**src/rtl/sysregs_pkg.sv**
```systemverilog
// Shared definitions for the system register block.
// Contents: register word offsets, interrupt bit indices, register reset
// constants, the handshake FSM state type and a byte-lane merge helper.
package sysregs_pkg;

  // Word offsets inside the 0x600xx window (byte address with bit 0 cleared).
  localparam logic [7:0] REG_DISP_START = 8'h00;
  localparam logic [7:0] REG_MOUSE_X    = 8'h02;
  localparam logic [7:0] REG_MOUSE_Y    = 8'h04;
  localparam logic [7:0] REG_MOUSE_BTN  = 8'h06;
  localparam logic [7:0] REG_IRQ_STATUS = 8'h08;
  localparam logic [7:0] REG_IRQ_ENABLE = 8'h0A;
  localparam logic [7:0] REG_FRAME_CNT  = 8'h0C;
  localparam logic [7:0] REG_SCRATCH    = 8'h0E;

  // Interrupt status / enable bit positions.
  localparam int IRQ_VBL = 0;
  localparam int IRQ_BTN = 1;

  // Reset values of the plain registers (DISP_START is a module parameter).
  localparam logic [15:0] FRAME_RESET   = 16'h0000;
  localparam logic [15:0] SCRATCH_RESET = 16'h0000;
  localparam logic [9:0]  MOUSE_RESET   = 10'h000;
  localparam logic [1:0]  IRQ_RESET     = 2'b00;

  typedef enum logic {
    ST_IDLE = 1'b0,
    ST_WAIT = 1'b1
  } state_t;

  // Byte-lane write merge: strb[1] selects D15:8, strb[0] selects D7:0.
  function automatic logic [15:0] apply_wstrb(input logic [15:0] old_v,
                                               input logic [15:0] new_v,
                                               input logic [1:0]  strb);
    logic [15:0] r;
    r = old_v;
    if (strb[0]) r[7:0]  = new_v[7:0];
    if (strb[1]) r[15:8] = new_v[15:8];
    return r;
  endfunction

endpackage

```
**src/rtl/sysregs_if.sv**
```systemverilog
// Register-port bundle between the CPU bus decoder (master) and the
// system register responder (slave).
//
// Handshake: the master raises regs_req for exactly one cycle with
// addr/we/wstrb/wdata valid in that same cycle, and issues no further req
// until it has seen regs_ack. The slave answers with a one-cycle regs_ack;
// regs_rdata is valid in the ack cycle and held until the next ack.
interface sysregs_if;
  logic        regs_req;
  logic [7:0]  regs_addr;
  logic [15:0] regs_wdata;
  logic [1:0]  regs_wstrb;
  logic        regs_we;
  logic        regs_ack;
  logic [15:0] regs_rdata;

  modport master (
    output regs_req, regs_addr, regs_wdata, regs_wstrb, regs_we,
    input  regs_ack, regs_rdata
  );

  modport slave (
    input  regs_req, regs_addr, regs_wdata, regs_wstrb, regs_we,
    output regs_ack, regs_rdata
  );
endinterface

```
**src/rtl/sysregs_irq.sv**
```systemverilog
// Interrupt side of the system registers.
// Ports:
//   clk, rst_n          clock / async active-low reset
//   vblank              vertical blank level (clk domain)
//   mouse_btn           asynchronous buttons, two-flop synchronised here
//   wr_stat, wr_en_reg  CPU write strobes (ack cycle, low byte enabled)
//   wr_bits             CPU write data bits [1:0]
//   vbl_edge            one-cycle strobe on a vblank rising edge
//   btn_sync            synchronised button value
//   status_nxt          IRQ_STATUS value after this cycle's updates
//   enable              IRQ_ENABLE
//   irq                 registered |(IRQ_STATUS & IRQ_ENABLE)
module sysregs_irq
  import sysregs_pkg::*;
(
  input  logic       clk,
  input  logic       rst_n,
  input  logic       vblank,
  input  logic [2:0] mouse_btn,
  input  logic       wr_stat,
  input  logic       wr_en_reg,
  input  logic [1:0] wr_bits,
  output logic       vbl_edge,
  output logic [2:0] btn_sync,
  output logic [1:0] status_nxt,
  output logic [1:0] enable,
  output logic       irq
);

  logic       vbl_q;
  logic [2:0] btn_meta;
  logic [2:0] btn_prev;
  logic [1:0] status_q;
  logic [1:0] hw_set;
  logic [1:0] w1c;

  assign vbl_edge = vblank & ~vbl_q;

  // Hardware sets are OR-ed in after the clear, so a set wins over a
  // same-cycle write-1-to-clear of the same bit.
  always_comb begin
    hw_set          = '0;
    hw_set[IRQ_VBL] = vbl_edge;
    hw_set[IRQ_BTN] = (btn_sync != btn_prev);
    w1c             = wr_stat ? wr_bits : 2'b00;
    status_nxt      = hw_set | (status_q & ~w1c);
  end

  always_ff @(posedge clk or negedge rst_n) begin
    if (!rst_n) begin
      vbl_q    <= 1'b0;
      btn_meta <= '0;
      btn_sync <= '0;
      btn_prev <= '0;
      status_q <= IRQ_RESET;
      enable   <= IRQ_RESET;
      irq      <= 1'b0;
    end else begin
      vbl_q    <= vblank;
      btn_meta <= mouse_btn;
      btn_sync <= btn_meta;
      btn_prev <= btn_sync;
      status_q <= status_nxt;
      if (wr_en_reg) enable <= wr_bits;
      // Built from the registered status/enable, so irq follows one cycle later.
      irq      <= |(status_q & enable);
    end
  end

endmodule

```
**src/rtl/sysregs.sv**
```systemverilog
// System register responder on the CPU bus regs_* port (window 0x600xx).
// Ports:
//   clk, rst_n        clock / async active-low reset
//   bus               sysregs_if slave: req/addr/wdata/wstrb/we in, ack/rdata out
//   vblank            vertical blank level
//   mouse_x/y         live mouse position, snapshotted on vblank rising edge
//   mouse_btn         asynchronous mouse buttons
//   disp_start        display fetch base {DISP_START, 2'b00}
//   irq               CPU interrupt line
//   dbg_state         handshake FSM state
module sysregs
  import sysregs_pkg::*;
#(
  parameter int unsigned ACK_DELAY  = 1,
  parameter logic [15:0] DISP_RESET = 16'h0000
) (
  input  logic        clk,
  input  logic        rst_n,
  sysregs_if.slave    bus,
  input  logic        vblank,
  input  logic [9:0]  mouse_x,
  input  logic [9:0]  mouse_y,
  input  logic [2:0]  mouse_btn,
  output logic [17:0] disp_start,
  output logic        irq,
  output state_t      dbg_state
);

  localparam logic [3:0] CNT_LOAD = 4'(ACK_DELAY - 1);

  state_t      state_q, state_d;
  logic [3:0]  cnt_q, cnt_d;
  logic        cap_en;
  logic        ack;

  logic [7:0]  addr_q;
  logic        we_q;
  logic [1:0]  wstrb_q;
  logic [15:0] wdata_q;

  logic [15:0] disp_q, disp_d;
  logic [9:0]  mx_q, mx_d, my_q, my_d;
  logic [15:0] frame_q, frame_d;
  logic [15:0] scratch_q, scratch_d;
  logic [15:0] rdata_q, rd_mux;

  logic        wr_fire;
  logic [7:0]  waddr;
  logic        vbl_edge;
  logic [2:0]  btn_sync;
  logic [1:0]  status_nxt;
  logic [1:0]  irq_en;

  // ---------------- handshake FSM ----------------
  always_comb begin
    state_d = state_q;
    cnt_d   = cnt_q;
    cap_en  = 1'b0;
    ack     = 1'b0;
    case (state_q)
      ST_IDLE: begin
        if (bus.regs_req) begin
          cap_en  = 1'b1;
          cnt_d   = CNT_LOAD;
          state_d = ST_WAIT;
        end
      end
      ST_WAIT: begin
        if (cnt_q == 4'd0) begin
          ack     = 1'b1;
          state_d = ST_IDLE;
        end else begin
          cnt_d = cnt_q - 4'd1;
        end
      end
      default: state_d = ST_IDLE;
    endcase
  end

  always_ff @(posedge clk or negedge rst_n) begin
    if (!rst_n) begin
      state_q <= ST_IDLE;
      cnt_q   <= '0;
      addr_q  <= '0;
      we_q    <= 1'b0;
      wstrb_q <= '0;
      wdata_q <= '0;
    end else begin
      state_q <= state_d;
      cnt_q   <= cnt_d;
      if (cap_en) begin
        addr_q  <= bus.regs_addr;
        we_q    <= bus.regs_we;
        wstrb_q <= bus.regs_wstrb;
        wdata_q <= bus.regs_wdata;
      end
    end
  end

  assign dbg_state = state_q;

  // ---------------- register file ----------------
  assign wr_fire = ack & we_q;
  assign waddr   = addr_q & 8'hFE;  // byte-address bit 0 is ignored

  sysregs_irq u_irq (
    .clk        (clk),
    .rst_n      (rst_n),
    .vblank     (vblank),
    .mouse_btn  (mouse_btn),
    .wr_stat    (wr_fire && waddr == REG_IRQ_STATUS && wstrb_q[0]),
    .wr_en_reg  (wr_fire && waddr == REG_IRQ_ENABLE && wstrb_q[0]),
    .wr_bits    (wdata_q[1:0]),
    .vbl_edge   (vbl_edge),
    .btn_sync   (btn_sync),
    .status_nxt (status_nxt),
    .enable     (irq_en),
    .irq        (irq)
  );

  // Next values; a CPU write to FRAME_COUNT overrides a same-cycle increment.
  always_comb begin
    disp_d    = disp_q;
    scratch_d = scratch_q;
    mx_d      = vbl_edge ? mouse_x : mx_q;
    my_d      = vbl_edge ? mouse_y : my_q;
    frame_d   = vbl_edge ? frame_q + 16'd1 : frame_q;
    if (wr_fire) begin
      case (waddr)
        REG_DISP_START: disp_d    = apply_wstrb(disp_q, wdata_q, wstrb_q);
        REG_FRAME_CNT:  frame_d   = apply_wstrb(frame_q, wdata_q, wstrb_q);
        REG_SCRATCH:    scratch_d = apply_wstrb(scratch_q, wdata_q, wstrb_q);
        default: ;
      endcase
    end
  end

  // Read mux looks at next values so a same-cycle hardware update is seen.
  always_comb begin
    rd_mux = '0;
    case (waddr)
      REG_DISP_START: rd_mux = disp_d;
      REG_MOUSE_X:    rd_mux = {6'b0, mx_d};
      REG_MOUSE_Y:    rd_mux = {6'b0, my_d};
      REG_MOUSE_BTN:  rd_mux = {13'b0, btn_sync};
      REG_IRQ_STATUS: rd_mux = {14'b0, status_nxt};
      REG_IRQ_ENABLE: rd_mux = {14'b0, irq_en};
      REG_FRAME_CNT:  rd_mux = frame_d;
      REG_SCRATCH:    rd_mux = scratch_d;
      default:        rd_mux = '0;
    endcase
  end

  always_ff @(posedge clk or negedge rst_n) begin
    if (!rst_n) begin
      disp_q    <= DISP_RESET;
      mx_q      <= MOUSE_RESET;
      my_q      <= MOUSE_RESET;
      frame_q   <= FRAME_RESET;
      scratch_q <= SCRATCH_RESET;
      rdata_q   <= '0;
    end else begin
      disp_q    <= disp_d;
      mx_q      <= mx_d;
      my_q      <= my_d;
      frame_q   <= frame_d;
      scratch_q <= scratch_d;
      if (ack) rdata_q <= rd_mux;
    end
  end

  assign bus.regs_ack   = ack;
  assign bus.regs_rdata = ack ? rd_mux : rdata_q;
  assign disp_start     = {disp_q, 2'b00};

endmodule

```
**src/flat_wrapper.sv**
```systemverilog
// flat-port wrapper written by rule: the top's interface ports become plain ports
module sysregs_flat import sysregs_pkg::*;
#(
  parameter int unsigned ACK_DELAY  = 1,
  parameter logic [15:0] DISP_RESET = 16'h0000
)
  (clk, rst_n, vblank, mouse_x, mouse_y, mouse_btn, disp_start, irq, dbg_state, bus_regs_req, bus_regs_addr, bus_regs_wdata, bus_regs_wstrb, bus_regs_we, bus_regs_ack, bus_regs_rdata);
  sysregs_if bus_i ();
  input  logic clk;
  input  logic rst_n;
  input  logic vblank;
  input  logic [9:0] mouse_x;
  input  logic [9:0] mouse_y;
  input  logic [2:0] mouse_btn;
  output logic [17:0] disp_start;
  output logic irq;
  output state_t dbg_state;
  input wire logic [$bits(bus_i.regs_req)-1:0] bus_regs_req;
  input wire logic [$bits(bus_i.regs_addr)-1:0] bus_regs_addr;
  input wire logic [$bits(bus_i.regs_wdata)-1:0] bus_regs_wdata;
  input wire logic [$bits(bus_i.regs_wstrb)-1:0] bus_regs_wstrb;
  input wire logic [$bits(bus_i.regs_we)-1:0] bus_regs_we;
  output wire logic [$bits(bus_i.regs_ack)-1:0] bus_regs_ack;
  output wire logic [$bits(bus_i.regs_rdata)-1:0] bus_regs_rdata;
  assign bus_i.regs_req = bus_regs_req;
  assign bus_i.regs_addr = bus_regs_addr;
  assign bus_i.regs_wdata = bus_regs_wdata;
  assign bus_i.regs_wstrb = bus_regs_wstrb;
  assign bus_i.regs_we = bus_regs_we;
  assign bus_regs_ack = bus_i.regs_ack;
  assign bus_regs_rdata = bus_i.regs_rdata;
  sysregs #(.ACK_DELAY(ACK_DELAY), .DISP_RESET(DISP_RESET)) u_core (.clk(clk), .rst_n(rst_n), .bus(bus_i), .vblank(vblank), .mouse_x(mouse_x), .mouse_y(mouse_y), .mouse_btn(mouse_btn), .disp_start(disp_start), .irq(irq), .dbg_state(dbg_state));
endmodule
```
**config.mk**
```make
export PLATFORM = sky130hd
export DESIGN_NAME = sysregs_flat
export DESIGN_NICKNAME = d
export VERILOG_FILES = /design/src/rtl/sysregs_pkg.sv /design/src/rtl/sysregs_if.sv /design/src/rtl/sysregs_irq.sv /design/src/rtl/sysregs.sv /design/src/flat_wrapper.sv
export SDC_FILE = /design/constraint.sdc
export NUM_CORES = 1
export LEC_CHECK = 0
export ABC_CLOCK_PERIOD_IN_PS = 4500
export CAP_MARGIN = 20
export CORE_UTILIZATION = 61
export CTS_BUF_LIST = sky130_fd_sc_hd__clkbuf_4
export CTS_CLUSTER_DIAMETER = 150
export CTS_CLUSTER_SIZE = 16
export DETAILED_ROUTE_END_ITERATION = 10
export PLACE_DENSITY = 0.92
export SYNTH_ARGS = -nofsm -noshare
export SYNTH_HDL_FRONTEND = slang
export SYNTH_SLANG_ARGS = --single-unit
```
**constraint.sdc**
```tcl
create_clock -name clk -period 4.5 [get_ports clk]
set_input_delay 0.675 -clock clk [delete_from_list [all_inputs] [get_ports clk]]
set_output_delay 0.675 -clock clk [all_outputs]
set_load 0.02 [all_outputs]
```
Word-level counts from Yosys, hierarchy flattened --
Cells that the tools add are included.
Operators by class: mux-type cells 27, $add $sub $neg 2, bitwise gates (word level) 8, eq/ne operators 10, reductions and logical operators 8
Operators by type and width (count):
- $mux W16 | 8
- $pmux W16 S8 | 1
- $mux W8 | 6
- $eq A7 B3 Y1 const B | 4
- $mux W10 | 2
- $add A16 B1 Y16 const B | 1
- $eq A7 B2 Y1 const B | 2
- $logic_not A8 Y1 | 1
- $mux W4 | 2
- $pmux W4 S2 | 1
- $eq A7 B1 Y1 const B | 1
- $mux W1 | 5
- $and A2 B2 Y2 | 2
- $logic_and A1 B1 Y1 | 4
- $logic_not A4 Y1 | 1
- $ne A2 B2 Y1 const B | 2
- $sub A4 B1 Y4 const B | 1
- $ne A3 B3 Y1 | 1
- $and A1 B1 Y1 | 2
- $mux W2 | 1
- $not A1 Y1 | 2
- $not A2 Y2 | 1
- $or A2 B2 Y2 | 1
- $pmux W1 S2 | 1
- other kinds (2) | 2
Word-level totals: input port bits 54, flip-flop bits (word level) 131, output and inout bits 37, word-level logic and storage cells 74

Depth between registers and ports, before layout --
word-level depth 12, mapped depth 11

Modules after synthesis --
Synthesis repeated with hierarchy kept, for this count alone.
Second synthesis, totals: cells, all modules 604, area, all modules 6137.1 um^2
Modules (own cells, without submodules):
- sysregs | times used 1, cells each 578, area each 5671.7 um^2
- sysregs_irq | times used 1, cells each 26, area each 465.4 um^2

Worst setup path after synthesis --
No wires, ideal clock.
kind in2out, start input vblank, end output bus_regs_rdata[5], stages 8, path slack 1.288 ns, arrival time 2.537 ns, cell sequence nor2b_1 clkbuf_1 clkbuf_1 mux2_2 a32oi_1 o22ai_1 a221oi_1 a21bo_2
RTL lines:
- start: declaration | line flat_wrapper.sv:11 | input logic vblank;
- $and A1 B1 Y1 | line sysregs_irq.sv:37 | assign vbl_edge = vblank & ~vbl_q;
- $mux W10 | line sysregs.sv:126 | my_d = vbl_edge ? mouse_y : my_q;
- net u_core.my_d[5] | line sysregs.sv:42 | logic [9:0] mx_q, mx_d, my_q, my_d;
- $pmux W16 S8 | line sysregs.sv:141 | case (waddr)
- $mux W16 | line sysregs.sv:173 | assign bus.regs_rdata = ack ? rd_mux : rdata_q;
- end: declaration | line flat_wrapper.sv:24 | output wire logic [$bits(bus_i.regs_rdata)-1:0] bus_regs_rdata;
The timed path passes the listed nets, and every way through them passes these cells.

Final worst setup path --
start register u_core.addr_q[6], end output bus_regs_rdata[4]
On the way: longest elaborated chain between the ends 5
RTL lines:
- start: declaration | line sysregs.sv:36 | logic [7:0] addr_q;
- start signal: assignment | line sysregs.sv:92 | addr_q <= bus.regs_addr;
- $eq A7 B3 Y1 or $logic_not A8 Y1 (tied branches) | line sysregs.sv:129, sysregs.sv:141
- $mux W16 | line sysregs.sv:129 | case (waddr)
- $mux W16 | line sysregs.sv:128 | if (wr_fire) begin
- $pmux W16 S8 * | line sysregs.sv:141
- $mux W16 * | line sysregs.sv:173
Every way passes the cells marked *; elsewhere a longest branch is shown, timed or not.

==> flow_summary.ini <==
[setup_path]
slowest_delay_ns = 0.68
path_max_fanout = 10
arrival_ns = 3.63
worstPathCellList = or3_1 -> nor3b_2 -> a32oi_1 -> o22a_1 -> a21oi_1 -> a221o_1 -> clkdlybuf4s50_1
start_kind = flop
crit_type = reg -> out
cpMaxStageDelayCell = nor3b_2
required_ns = 3.83
endpoint_kind = output pin

[worst_hold_path]
min_path_type = in -> async

[routing]
vias = 5305
dr.pass1.iters = 5
drtIter0Drc = 531
post_drt_wl_per_cell_um = 20.1
drc = 0
detail-route-antenna-nets = 0
routed_wl_um = 16800
viasPerCell = 6.33

[floorplanning]
dieArea_sq_um = 10500
dieWidth_um = 103
start_util_pct = 63.1
ios = 91
core-area_sq_um = 9770
die_y_um = 103
std_cell_rows = 36

[cts]
path_clk_slew_ns = 0.11
clock_path_buffers = 2
cts_root_buffer = clkbuf_4
clock_sinks = 130
clk_latency_ns = 0.55
cts_buffers = 17
cts_tree = done
htreeDepth = 4
cts_hold_repair.buffers = 0

[synthesis]
synth_compound_area_share_pct = 15.3
netlist_top_cells_area = dfrtp_1 (53%), mux2_2 (9.9%), nand2_1 (6.6%), nor3_1 (1.9%), o21ai_0 (1.9%)
synth_cell_types = 63
synth_flop_cell = dfrtp_1
synth_top_family_by_area = simple AND/OR/NAND/NOR gates
synth_edf_count = 0
ys_ff_latch = 130
synth_mux_area_share_pct = 11.0
syn_inst = 593
synth_common_cells = dfrtp_1 (130), nand2_1 (109), mux2_2 (54)
synth_area_sq_um = 6170
ys_warn_count = 0
yosysMostFrequentCell = dfrtp_1
synth-xor-area-share_pct = 0.426
yosysTopAreaCell = dfrtp_1
avgSynthCellArea_sq_um = 10.4
synthSimpleGateAreaFrac_pct = 17.3
netlist.area_leader.share_pct = 52.7
async_reset_ff_share_pct = 100
synth_seq_area_share_pct = 52.7
yosys.area_share.adder_pct = 0.406

[pwr]
intPower_mw = 1.74
p_sw_share_pct = 31.5
clkPwrFrac_pct = 29.2
switching_power_mw = 0.803
peakVddDrop_uv = 249
cellPowerDensity_nw_per_um2 = 336
p_total_mw = 2.54
combPwrFrac_pct = 16.8
seqPwrFrac_pct = 54.0
p_leak_nw = 3.29

[timing]
min_period_over_period_pct = 95.6
min_period_ns = 4.30
worst_clock_skew_ns = 0.0171
max_freq_mhz = 233
tightest_slew_ns = 0.908
setup_slack_ns = 0.200
rsz0062_at_grt = false
relSlewSlack_pct = 39.5
finalSetupViolCount = 0
slew_violations = 0
setup-tns-final_ns = 0
fin_hold_ws_ns = 0.196
hold_violations = 0

[cells_and_area]
utilization_pct = 77.4
drive_gt1_share_pct = 18.2
num_antenna_cells = 0
syn_to_final_growth_pct = 22.6
nets = 748

[place]
hpwlAfterDp_um = 12300
place_congestion = 0.958
dp_slack_ns = 0.317
io_buffer_count = 87

[global_route]
track_usage_pct = 34.8
grt_max_degree = 70
first_global_vias = 5195
grt_pass1_wl_um = 26700
antenna_found_initial = 0
grt_overflow = 0

[run]
max-cap-violations = 0

[status]
outcome = complete, no violations
-- final cells by class --
cell class / instances / area, sq um
sequential: 130 / 3250
multi-input combinational: 423 / 2760
fill: 649 / 2210
timing repair buffer: 110 / 1070
tap: 133 / 166
clock buffer: 18 / 135
clock inverter: 14 / 133
inverter: 10 / 37.5
-- power groups by stage --
stage | combinational (mW) | sequential, mW | clock (mW)
2_1_floorplan | 0.242 | 1.36 | 0
3_3_place_gp | 0.401 | 1.38 | 0
3_5_place_dp | 0.417 | 1.39 | 0
4_1_cts | 0.419 | 1.37 | 0.757
5_1_grt | 0.465 | 1.39 | 0.804
6_report | 0.427 | 1.38 | 0.742
-- state kept, by name, indices dropped and copies added (netlist names), 3 cells and up --
register               cells
u_core.frame_q            16
u_core.disp_q             16
u_core.rdata_q            16
u_core.mx_q               10
u_core.scratch_q          16
u_core.u_irq.btn_meta      3
u_core.my_q               10
u_core.u_irq.btn_sync      3
u_core.wdata_q            16
u_core.cnt_q               4
u_core.u_irq.btn_prev      3
u_core.addr_q              7
-- critical path, delay by kind of cell (launching register included) --
kind	cells	cell delay, ns
compound gates	4	0.82
flops	1	0.42
buf+inv	1	0.61
simple gates	2	1.22
-- per-stage QoR --
stage	cell area (sq um)	instances
5_1_grt	7560	838
3_5_place_dp	7240	801
6_report	7560	838
4_1_cts	7510	833
3_3_place_gp	7240	801
2_1_floorplan	6170	594
-- timing repair --
action / 4_1_cts / 5_1_grt
setup endpoints to repair: 0 / 12
setup buffers: 0 / 4
resized for setup: 0 / 4
endpoints found under the hold margin: 0 / 0
-- worst paths after layout --
path                                     startpoint                        to  slack, ns  cells past startpoint
max                                u_core.addr_q[6]         bus_regs_rdata[4]       0.20                      7
min                                           rst_n        u_core.u_irq.vbl_q       0.20                      1
max reg2reg                         u_core.cnt_q[0]         u_core.disp_q[13]       1.83                      8
min reg2reg                u_core.u_irq.btn_meta[1]  u_core.u_irq.btn_sync[1]       0.37                      0
max in group asynchronous                     rst_n         u_core.disp_q[14]       3.50                      2
min in group clk           u_core.u_irq.btn_meta[1]  u_core.u_irq.btn_sync[1]       0.37                      0
-- per-layer routing --
layer	part of all wire (%)	global-route usage, %
met5	0	0
met1	41	47.8
met2	47	53.3
met4	2.5	13.8
met3	10	9.02
-- kinds of logic after synthesis --
group,Yosys count
AND/OR/NAND/NOR,222
adder cells (fa/ha/maj),2
XOR/XNOR,3
multiplexers,61
AO/OA/AOI/OAI,133
other,1
flip-flops,130
buffers and inverters,41
-- placed cells by master (no fill, tap or decap), types with 3 or more instances in the layout --
master             n
a22o_1             6
and2_1             4
a31oi_1            7
a211o_1            3
a32oi_1            9
o21a_1             6
and3_1             4
a221o_1            5
o21ai_0           24
inv_1             10
dfrtp_1          129
nand2_1          109
a22oi_1            7
nor2_1            24
a211oi_1           8
nor2b_2            3
nand2b_1           7
o2bb2ai_1          3
o22ai_1            3
clkinv_4           5
o31ai_1            3
nor3_1            24
inv_6              3
mux2_2            54
clkbuf_4          18
clkinvlp_4         3
a21o_1             3
a21oi_1           22
xor2_1             3
nand3_1           15
a311oi_1           5
buf_4             21
clkdlybuf4s50_1   86
a41oi_1            3
nand4_1            3
mux2i_1            7
o211ai_1           4
or2_2              3
Power figures use the tool's default switching activity.
